$ cat src/rtl/ball_frame_control.sv
// ball_frame_control
//   Frame sequencer for the pong ball pipeline. It steps the render stage
//   through black-screen / clear-old / draw-new phases, gates the physics
//   stage, keeps the score, and counts frame strobes that arrive while a
//   phase is still in progress.
//
// Ports
//   clk                 single clock, rising edge
//   resetn              asynchronous active-low reset
//   frameTick           one-cycle strobe per displayed frame
//   start               new-game request level (debounced key)
//   lhs_scored          left-side goal level, may stay high several cycles
//   rhs_scored          right-side goal level, may stay high several cycles
//   done_clearOld       render stage finished clearing the old ball
//   done_drawNew        render stage finished drawing the new ball
//   done_blackScreen    render stage finished blanking the screen
//   clearOld_pulse      high for the whole clear phase
//   drawNew_pulse       high for the whole draw phase
//   blackScreen_pulse   high for the whole black-screen phase
//   move_enable         physics/movement enable, high while idle
//   lhs_score           left points, saturating at WIN_SCORE
//   rhs_score           right points, saturating at WIN_SCORE
//   game_over           high while a game has been won
//   frame_overruns      saturating count of dropped frameTicks
module ball_frame_control #(
  parameter int FRAME_RATE = 15,
  parameter int WIN_SCORE  = 7
) (
  input  logic       clk,
  input  logic       resetn,
  input  logic       frameTick,
  input  logic       start,
  input  logic       lhs_scored,
  input  logic       rhs_scored,
  input  logic       done_clearOld,
  input  logic       done_drawNew,
  input  logic       done_blackScreen,
  output logic       clearOld_pulse,
  output logic       drawNew_pulse,
  output logic       blackScreen_pulse,
  output logic       move_enable,
  output logic [3:0] lhs_score,
  output logic [3:0] rhs_score,
  output logic       game_over,
  output logic [7:0] frame_overruns
);

  // Reject parameter values the fixed-width counters cannot represent.
  if (WIN_SCORE < 1 || WIN_SCORE > 15) begin : g_bad_win_score
    $error("WIN_SCORE must be in 1..15");
  end
  if (FRAME_RATE < 1 || FRAME_RATE > 255) begin : g_bad_frame_rate
    $error("FRAME_RATE must be in 1..255");
  end

  localparam logic [3:0] WIN = 4'(WIN_SCORE);

  typedef enum logic [2:0] {
    S_BLACK,
    S_IDLE,
    S_CLEAR,
    S_DRAW,
    S_OVER
  } state_t;

  state_t      r_state;
  state_t      w_next;

  logic        r_lhs_d;
  logic        r_rhs_d;
  logic        r_start_d;
  logic        r_goal_pending;
  logic [3:0]  r_lhs_score;
  logic [3:0]  r_rhs_score;
  logic [7:0]  r_overruns;
  logic        r_clear;
  logic        r_draw;
  logic        r_black;
  logic        r_move;
  logic        r_over;

  logic        w_score_ok;
  logic        w_lhs_goal;
  logic        w_rhs_goal;
  logic        w_start_rise;
  logic        w_pending;
  logic        w_drop;
  logic [3:0]  w_lhs_nxt;
  logic [3:0]  w_rhs_nxt;

  // Goals only count while the ball is in play; edges seen during the
  // black screen or after the game is won are discarded.
  assign w_score_ok   = (r_state == S_IDLE) || (r_state == S_CLEAR) ||
                        (r_state == S_DRAW);
  assign w_lhs_goal   = lhs_scored & ~r_lhs_d & w_score_ok;
  assign w_rhs_goal   = rhs_scored & ~r_rhs_d & w_score_ok;
  assign w_start_rise = start & ~r_start_d;
  // A goal seen this very cycle already counts as pending, so it beats a
  // simultaneous frameTick in S_IDLE.
  assign w_pending    = r_goal_pending | w_lhs_goal | w_rhs_goal;
  assign w_drop       = frameTick && ((r_state == S_BLACK) ||
                        (r_state == S_CLEAR) || (r_state == S_DRAW));

  always_ff @(posedge clk or negedge resetn) begin
    if (!resetn) begin
      r_state <= S_BLACK;
    end else begin
      r_state <= w_next;
    end
  end

  always_comb begin
    w_next = r_state;
    case (r_state)
      S_BLACK: begin
        if (done_blackScreen) begin
          if (r_lhs_score == WIN || r_rhs_score == WIN) w_next = S_OVER;
          else                                          w_next = S_IDLE;
        end
      end
      S_IDLE: begin
        if (w_pending)      w_next = S_BLACK;
        else if (frameTick) w_next = S_CLEAR;
      end
      S_CLEAR: if (done_clearOld)  w_next = S_DRAW;
      S_DRAW:  if (done_drawNew)   w_next = S_IDLE;
      S_OVER:  if (w_start_rise)   w_next = S_BLACK;
      default: w_next = S_BLACK;
    endcase
  end

  always_comb begin
    w_lhs_nxt = r_lhs_score;
    w_rhs_nxt = r_rhs_score;
    if (r_state == S_OVER && w_start_rise) begin
      w_lhs_nxt = 4'd0;
      w_rhs_nxt = 4'd0;
    end else begin
      if (w_lhs_goal && r_lhs_score != WIN) w_lhs_nxt = r_lhs_score + 4'd1;
      if (w_rhs_goal && r_rhs_score != WIN) w_rhs_nxt = r_rhs_score + 4'd1;
    end
  end

  // Outputs are registered from the next state so each phase level rises
  // on the same edge the state enters that phase.
  always_ff @(posedge clk or negedge resetn) begin
    if (!resetn) begin
      r_lhs_d        <= 1'b0;
      r_rhs_d        <= 1'b0;
      r_start_d      <= 1'b0;
      r_goal_pending <= 1'b0;
      r_lhs_score    <= 4'd0;
      r_rhs_score    <= 4'd0;
      r_overruns     <= 8'd0;
      r_clear        <= 1'b0;
      r_draw         <= 1'b0;
      r_black        <= 1'b1;
      r_move         <= 1'b0;
      r_over         <= 1'b0;
    end else begin
      r_lhs_d        <= lhs_scored;
      r_rhs_d        <= rhs_scored;
      r_start_d      <= start;
      r_goal_pending <= (w_next == S_BLACK) ? 1'b0 : w_pending;
      r_lhs_score    <= w_lhs_nxt;
      r_rhs_score    <= w_rhs_nxt;
      if (w_drop && r_overruns != 8'hFF) r_overruns <= r_overruns + 8'd1;
      r_clear        <= (w_next == S_CLEAR);
      r_draw         <= (w_next == S_DRAW);
      r_black        <= (w_next == S_BLACK);
      r_move         <= (w_next == S_IDLE);
      r_over         <= (w_next == S_OVER);
    end
  end

  assign clearOld_pulse    = r_clear;
  assign drawNew_pulse     = r_draw;
  assign blackScreen_pulse = r_black;
  assign move_enable       = r_move;
  assign lhs_score         = r_lhs_score;
  assign rhs_score         = r_rhs_score;
  assign game_over         = r_over;
  assign frame_overruns    = r_overruns;

endmodule

$ cat config.mk
export PLATFORM = sky130hd
export DESIGN_NAME = ball_frame_control
export DESIGN_NICKNAME = d
export VERILOG_FILES = /design/src/rtl/ball_frame_control.sv
export SDC_FILE = /design/constraint.sdc
export NUM_CORES = 1
export LEC_CHECK = 0
export ABC_CLOCK_PERIOD_IN_PS = 4600
export CAP_MARGIN = 20
export CORE_MARGIN = 3
export CORE_UTILIZATION = 52
export DETAILED_ROUTE_END_ITERATION = 8
export GPL_TIMING_DRIVEN = 1
export PLACE_DENSITY = 0.9
export SYNTH_ARGS = -nofsm -noshare
export SYNTH_HDL_FRONTEND = slang
export SYNTH_SLANG_ARGS = --single-unit
$ cat constraint.sdc
create_clock -name clk -period 4.6 [get_ports clk]
set_clock_uncertainty 0.05 [all_clocks]
set_input_delay 0.92 -clock clk [delete_from_list [all_inputs] [get_ports clk]]
set_output_delay 0.92 -clock clk [all_outputs]
set_load 0.05 [all_outputs]
# Word level (Yosys, flattened, before mapping)
# Index checks and enable logic that the tools add are counted.
[word_totals]
word_cells = 66
ff_bits = 28
in_bits = 9
out_inout_bits = 21
[op_classes]
muxes = 13
n_eq_ne = 13
n_reduce_logical = 14
add_sub_neg = 3
bitwise = 10
[ops]
columns = ["operator", "n"]
rows = [
  ["3-bit two-way mux", 7],
  ["4-bit two-way mux", 4],
  ["3-bit case mux with 5 select lines", 1],
  ["3-bit by 2-bit == test with 1-bit output, second input constant", 4],
  ["4-bit by 1-bit adder with 4-bit output, second input constant", 2],
  ["8-bit by 1-bit adder with 8-bit output, second input constant", 1],
  ["4-bit by 3-bit == test with 1-bit output, second input constant", 2],
  ["4-bit by 3-bit inequality test with 1-bit output, second input constant", 2],
  ["8-bit inequality test, second input constant", 1],
  ["3-bit by 1-bit == test with 1-bit output, second input constant", 2],
  ["3-bit == test, second input constant", 2],
  ["3-bit zero test", 2],
  ["1-bit bitwise AND", 5],
  ["1-bit logical AND", 5],
  ["1-bit logical OR", 5],
  ["2-bit nonzero test", 2],
  ["1-bit inverter", 3],
  ["1-bit OR", 2],
  ["1-bit two-way mux", 1],
]

# Logic depth before layout (Yosys ltp)
# Gate-level depths: netlist of run 1.
[depth]
word_depth = 10
ltp_mapped = 6
depth_no_buf = 6

# Worst setup path before layout of run 1
# OpenSTA, ideal clock, no wires.
[synth_path]
kind = "reg-to-reg"
startpoint = "register r_overruns[0] (netlist: frame_overruns[0])"
endpoint = "register r_overruns[5] (netlist: frame_overruns[5])"
setup_ps = 82
required_ps = 4468
stages_incl_launch_ff = 7
period_less_slack_ps = 1984
path_buffers = 1
arrival_ps = 1852
setup_slack_ps = 2616
cell_sequence = "dfrtp_1 ha_1 and3_1 a311o_1 buf_2 nor3_2 xor2_1"
[synth_between]
elab_chain_cells = 2
elab_cells_between_ends = 3
cone_classes = "add/sub (1); eq/ne (1); reduce/logical (1)"
[synth_lines]
columns = ["item", "line_no", "text"]
rows = [
  ["start, declared", "75", "logic [7:0] r_overruns;"],
  ["start signal, assigned", "167", "if (w_drop && r_overruns != 8'hFF) r_overruns <= r_overruns + 8'd1;"],
  ["branches (longest 2 deep; another with 8-bit by 1-bit adder with 8-bit output)", "-", ""],
]
# Several ways; the timed one is not identified.
# A chain may end at the register's enable or synchronous reset.

# Worst setup path in the final report of run 1
[layout_path]
startpoint = "register r_black (netlist: blackScreen_pulse)"
endpoint = "output port blackScreen_pulse"
[layout_rtl]
columns = ["item", "line_no", "text"]
rows = [
  ["start, declared", "78", "logic r_black;"],
  ["start signal, assigned", "170", "r_black <= (w_next == S_BLACK);"],
  ["end, declared", "40", "output logic blackScreen_pulse,"],
]
# No word-level cell between the ends.

==> results of run 1 <==
## per-layer routing
| layer | vias up | wire length [µm] | global-route usage |
|---|---|---|---|
| li1 | 468 | - | - |
| met1 | 470 | 1250 | 0.266 |
| met2 | 27 | 1140 | 0.279 |
| met3 | 5 | 130 | 0.0491 |
| met4 | 0 | 25 | 0.0451 |
| met5 | - | 0 | 0 |
## logic make-up after synthesis
group                    count (synthesis)  share of synthesized area
multiplexers                             3                     0.0248
buffers and inverters                    6                     0.0189
AO/OA/AOI/OAI                           11                     0.0685
adder cells (fa/ha/maj)                  3                     0.0298
AND/OR/NAND/NOR                         53                      0.224
XOR/XNOR                                11                     0.0765
flip-flops                              28                      0.557
## how the worst max path moves through the flow
stage,start,endpoint,slack [ns],cells past startpoint
5_1_grt,frame_overruns[3],frame_overruns[3],1.92,1
3_3_place_gp,frameTick,frame_overruns[5],2.18,5
4_1_cts,blackScreen_pulse,blackScreen_pulse,1.96,1
3_5_place_dp,frameTick,frame_overruns[7],2.12,5
2_1_floorplan,frame_overruns[0],frame_overruns[5],2.62,6
6_report,blackScreen_pulse,blackScreen_pulse,1.97,1
## flip-flops by register name, indices dropped and copies added, names as in the netlist
register	cells
blackScreen_pulse	1
clearOld_pulse	1
drawNew_pulse	1
frame_overruns	8
game_over	1
lhs_score	4
move_enable	1
r_goal_pending	1
r_lhs_d	1
r_rhs_d	1
r_start_d	1
r_state	3
rhs_score	4
## stage by stage
stage / cell area (µm²) / hold WS [ns]
2_1_floorplan: 1260 / 0.516
3_3_place_gp: 1590 / 0.427
3_5_place_dp: 1590 / 0.440
4_1_cts: 1640 / 0.465
5_1_grt: 1640 / 0.488
6_report: 1640 / 0.462
## cells in the final DEF (no fill, tap or decap), drive strengths merged, types with 3 or more instances in the layout
cell type | Yosys | routed
nand2b | 4 | 4
dfrtp | 27 | 27
clkbuf | 0 | 3
xor2 | 6 | 6
ha | 3 | 3
nor3 | 5 | 5
inv | 5 | 5
nand3 | 7 | 7
nand2 | 7 | 7
clkdlybuf4s50 | 0 | 29
nor2 | 17 | 17
xnor2 | 5 | 5
nor4 | 3 | 3
## cell type report
| type | count | area [µm²] | area share |
|---|---|---|---|
| Inverter | 5 | 18.8 | 0.0114 |
| Clock inverter | 1 | 30.0 | 0.0183 |
| Sequential cell | 28 | 702 | 0.428 |
| Multi-Input combinational cell | 81 | 534 | 0.326 |
| Timing Repair Buffer | 30 | 298 | 0.182 |
| Tap cell | 28 | 35.0 | 0.0214 |
| Clock buffer | 3 | 22.5 | 0.0137 |
==> metrics list, run 1 <==
* Run status: completed
* Drc violations: 0
- In this run, synthesis inferred 0 flip-flops with an integrated enable.
* Ordered list of cells on the worst path: clkdlybuf4s50_1
- Final Critical Period: 2.63 ns
* Number of buffer and inverter stages on the critical path: 1
* Count of buffers from port buffering: 29
* Global placer's final weighted congestion: 0.827
- Yosys instantiated no cell more often than sky130_fd_sc_hd__dfrtp_1.
- For this run, the share of the core covered by cells in the final layout is 0.728.
* Clock transition at path regs: 0.15 ns
* TritonCTS clock tree: built
- From synthesis to final layout, the design area changed by 30.2%.
* Arrival time of the worst setup path: 1.66 ns
- Before CTS, the worst setup slack after placement is 2.12 ns.
- The worst setup path is captured at an output port.
- Avg WL per Cell: 14.5 µm
- Counting instances in the post-synthesis netlist gives the leading cell types as sky130_fd_sc_hd__dfrtp_1, sky130_fd_sc_hd__nor2_1, sky130_fd_sc_hd__nand2_1, sky130_fd_sc_hd__nand3_1, sky130_fd_sc_hd__xor2_1.
- Root buffer selected by CTS: sky130_fd_sc_hd__clkbuf_4
* Placed Cells: 172
- Pins over their slew limit: 0
- Derived from the worst setup path, the maximum achievable clock frequency is 380 MHz.
- Across all setup checks in the final design, the least slack found is 1.97 ns.
* Die span in y: 55.2 µm
* Routed vias: 970
- Cell Rows: 17
- The core region is 0.00225 mm².
- Post-synthesis cell count: 115
- The first global-routing pass estimated 4600 µm of wire.
- Most used flip-flop cell after synthesis: sky130_fd_sc_hd__dfrtp_1
* Worst slew margin relative to its limit: 0.516
* Maximum fanout along the worst path: 1
* Number of optimization iterations in the first detailed-route pass: 5
* Hold Path End: frame_overruns[6]
- Register-to-register setup slack: 2.75 ns
- The wire-length estimate of the detail-placed layout is 1930 µm.
- Clock tree synthesis found a total of 28 sinks.
* Fillcell total: 167
- Synth Warn #: 0
- The via count of the first global-routing pass came to 992.
- In the final timing run, aggregate negative setup slack is 0 ns.
- Count of nets after finishing: 161
- The slowest stage of the critical path belongs to the cell sky130_fd_sc_hd__clkdlybuf4s50_1.
- Pin count of the biggest net entering global routing: 17
- Vias/cell: 5.51
* FFs w/ async S/R, synth: 1.00
- In the finished design, the share of the clock period the worst path needs comes to 0.572.
* End of the worst register-to-register path: frame_overruns[7]
- 30 I/O pins were placed.
- Max cap viols: 0
- Detail Route Antenna Nets: 0
* Initial antenna violation count: 0
- Worst endpoint required time: 3.63 ns
- Worst Setup Path Type: flip-flop to output port
* Final hold violation count: 0
- Measured in cells, the most critical reg-to-reg path has a length of 5.
- The synthesized design contains 28 register bits.
- The number of setup buffers added after CTS is 0.
* Crit Reg-Reg Startpoint: frame_overruns[0]
- CTS built an H-tree with a depth of 1.
- Initial Util: 0.559
* Pin slew with the least headroom to its limit: 0.719 ns
- The repair_antennas step left the layout with diodes totalling 0.
- Seq/Total Area, Yosys: 0.557
- Counting instances, the worst hold path has a depth of 1.
- Total congestion overflow: 0
* Fraction of layout instances using a drive strength above 1: 0.0743
* Worst Min Path Start: frame_overruns[6]
- The clock passes through at most 2 buffers.
- After synthesis, the netlist uses 32 different library cells.
* Hold-fix buffers, CTS: 0
- In this run the worst hold path is classified as flip-flop to flip-flop.
- Overall die area: 0.00305 mm²
- Once layout is complete, the cells apart from fillers number 176.
- When the netlist entered floorplanning its net count stood at 127.
- Final setup viols: 0
* Largest delay contributor family on the critical path: buffers and inverters
- Clock latency of the later-clocked register in the worst-skew pair: 0.33 ns
- Iter 0 DRT Violations: 32
* Area share of the largest cell type after synthesis: 0.536
* Die boundary width: 55.2 µm
* TritonCTS Buffers: 3
- Main area contributors after synthesis: sky130_fd_sc_hd__dfrtp_1, sky130_fd_sc_hd__nor2_1, sky130_fd_sc_hd__xor2_1
* Total global routing track utilization: 0.185
- RSZ-0062 raised after global routing: false
- Dividing the synthesized area by the synthesized cell count gives 11.0 µm².
* Number of gates given a new drive strength after cts: 0
- Biggest cell delay along the critical path: 0.79 ns
- In this run the cell area of the synthesized design comes to 0.00126 mm².
- The final layout contains routed wiring with a total length of 2550 µm.
* Dominant cell type by area after synthesis: sky130_fd_sc_hd__dfrtp_1
* Startpoint types: flip-flop
Power of run 1 is left out: the tool's default activity adds up to more than one toggle a clock period on the data nets, which glitch-free logic cannot reach.
==> run 2: changes to the inputs <==
==> config.mk (replaced) <==
export PLATFORM = sky130hd
export DESIGN_NAME = ball_frame_control
export DESIGN_NICKNAME = d
export VERILOG_FILES = /design/src/rtl/ball_frame_control.sv
export SDC_FILE = /design/constraint.sdc
export NUM_CORES = 1
export LEC_CHECK = 0
export ABC_CLOCK_PERIOD_IN_PS = 2750
export CAP_MARGIN = 20
export CORE_MARGIN = 3
export CORE_UTILIZATION = 48
export DETAILED_ROUTE_END_ITERATION = 8
export GPL_TIMING_DRIVEN = 1
export PLACE_DENSITY = 0.85
export SYNTH_ARGS = -nofsm -noshare
export SYNTH_HDL_FRONTEND = slang
export SYNTH_SLANG_ARGS = --single-unit
==> constraint.sdc (replaced) <==
create_clock -name clk -period 2.75 [get_ports clk]
set_clock_uncertainty 0.05 [all_clocks]
set_input_delay 0.55 -clock clk [delete_from_list [all_inputs] [get_ports clk]]
set_output_delay 0.55 -clock clk [all_outputs]
set_load 0.05 [all_outputs]
==> run 2 against run 1 <==
Critical path depth unchanged. Global-route usage is 1.8 points lower. Via count grew 3.5%. Final cell count stayed put. Critical endpoint unchanged.
==> metrics list, run 2 (synthesized netlist as in run 1, its figures left out) <==
- Core region area: 0.00234 mm²
- Based on the critical path, the design can be clocked at up to 444 MHz.
- End of the worst register-to-register path: frame_overruns[7]
* Timing endpoint of the critical path: blackScreen_pulse
- The first global-routing pass estimated 4260 µm of wire.
* Crit. path cell count: 1
- The tool flagged a number of max-cap violations equal to 0.
- The clock drives 28 sinks.
* Placed wire-length estimate after detailed placement: 1920 µm
- In this run the worst path has a maximum fanout of 1.
* Area of all placed cells without fillers: 0.00162 mm²
- For the finished layout, the period the worst path requires is 2.25 ns.
- In the layout the commonest cells are sky130_fd_sc_hd__clkdlybuf4s50_1, sky130_fd_sc_hd__dfrtp_1, sky130_fd_sc_hd__nor2_1, sky130_fd_sc_hd__nand3_1, sky130_fd_sc_hd__nand2_1.
* Worst slew margin relative to its limit: 0.518
- Startpoint types: flip-flop
* Vias/cell: 5.70
- On the critical path the largest part of the delay comes from buffers and inverters.
* Clock latency of the later-clocked register in the worst-skew pair: 0.32 ns
- Leading cell type in the layout, fill and taps excluded: sky130_fd_sc_hd__clkdlybuf4s50_1
- Crit Reg-Reg Startpoint: frame_overruns[0]
* Timing startpoint of the critical path: blackScreen_pulse
- Initial Util: 0.539
- Data arrives at the worst endpoint at 1.65 ns.
- Hold-fix buffers, CTS: 0
- Final setup viols: 0
* Overall die area: 0.00328 mm²
- Drc violations: 0
- In this design, the stage delay of the slowest critical-path cell is 0.79 ns.
* IO Pins: 30
* Count of buffers from port buffering: 29
- The register with the most flip-flops in the layout has 8 of them.
- Worst Min Path Start: frame_overruns[7]
* Fraction of layout instances using a drive strength above 1: 0.0743
- Counting instances, the worst hold path has a depth of 1.
* Clock transition at path regs: 0.14 ns
* Critical path's slowest cell: sky130_fd_sc_hd__clkdlybuf4s50_1
- Count of nets after finishing: 161
* Initial antenna violation count: 0
- Pins over their slew limit: 0
* TritonCTS clock tree: built
- The number of antenna diodes in the final layout is 0.
* Class of the tightest hold or removal check: flip-flop to flip-flop
- TritonCTS Buffers: 3
- The detail route stage leaves a number of antenna-violating nets equal to 0.
- Final hold violation count: 0
* R2R cell count: 5
- From left edge to right edge, the die measures 57.2 µm.
- Relative to the synthesized area, the layout overhead comes to 28.9%.
- In the final routed layout, each cell accounts on average for 14.1 µm.
* Finished Core Util: 0.694
- Once placement finished, the instance area stood at 0.00159 mm².
* Global placer's final weighted congestion: 0.813
* Root buffer selected by CTS: sky130_fd_sc_hd__clkbuf_4
* Number of gates given a new drive strength after cts: 0
- Number of optimization iterations in the first detailed-route pass: 4
* Ordered list of cells on the worst path: clkdlybuf4s50_1
- In this run the post-CTS setup repair buffer count came out at 0.
- Die span in y: 57.2 µm
- Total congestion overflow: 0
- Routed vias: 1004
- The via count of the first global-routing pass is 960.
- Adding up every negative setup slack in the final design gives 0 ns.
- Run status: completed
- Cell Rows: 17
- Maximum clock path buffer count: 2
- In this run the register-to-register setup slack is 0.88 ns.
* Pin slew with the least headroom to its limit: 0.717 ns
- For the worst setup path, the data required time is 2.15 ns.
- Entering global routing, the biggest net connects 29 pins.
- In the global route stage, overall resource usage came out at 0.167.
* Type of element capturing the critical path: output port
* Number of buffer and inverter stages on the critical path: 1
* Worst Setup Path Type: flip-flop to output port
* Iter 0 DRT Violations: 28
- The routed design has 2480 µm of wire.
- In the finished design, the share of the clock period the worst path needs comes to 0.819.
- CTS H-Tree Depth: 1
* RSZ-0062 raised after global routing: false
-- run 2: worst reg2reg max path: stages, from the launching register on --
cell and delay, ns:
sky130_fd_sc_hd__dfrtp_1 0.46, sky130_fd_sc_hd__ha_1 0.25, sky130_fd_sc_hd__and3_1 0.20, sky130_fd_sc_hd__a311o_1 0.45, sky130_fd_sc_hd__nor3_2 0.24, sky130_fd_sc_hd__xor2_1 0.16
-- run 2: final cells by class --
type,instances,area (µm²)
timing repair buffer,30,298
fill,184,716
multi-input combinational,81,534
sequential,28,702
tap,28,35.0
inverter,5,18.8
clock buffer,4,36.3
-- run 2: worst min path at each step --
stage / endpoint
detailed placement: frame_overruns[7]
CTS: frame_overruns[7]
global route: frame_overruns[7]
global placement: frame_overruns[6]
floorplan: clearOld_pulse
finish: frame_overruns[7]
-- run 2: stage by stage --
step                      hold slack [ns]  cells  worst slack [ns]
after global placement              0.427    172             0.688
final                               0.463    176             0.498
after global routing                0.470    176             0.433
after floorplan                     0.204    115             0.766
after CTS                           0.457    176             0.479
after detailed placement            0.434    172             0.654
-- run 2: routing by layer --
layer	vias up	GRT usage	wire length [µm]
met5	-	0	0
met4	0	0.0596	21
met3	4	0.0407	148
met2	35	0.263	1210
met1	499	0.224	1100
li1	466	-	-
Power of run 2 is left out for the same reason.
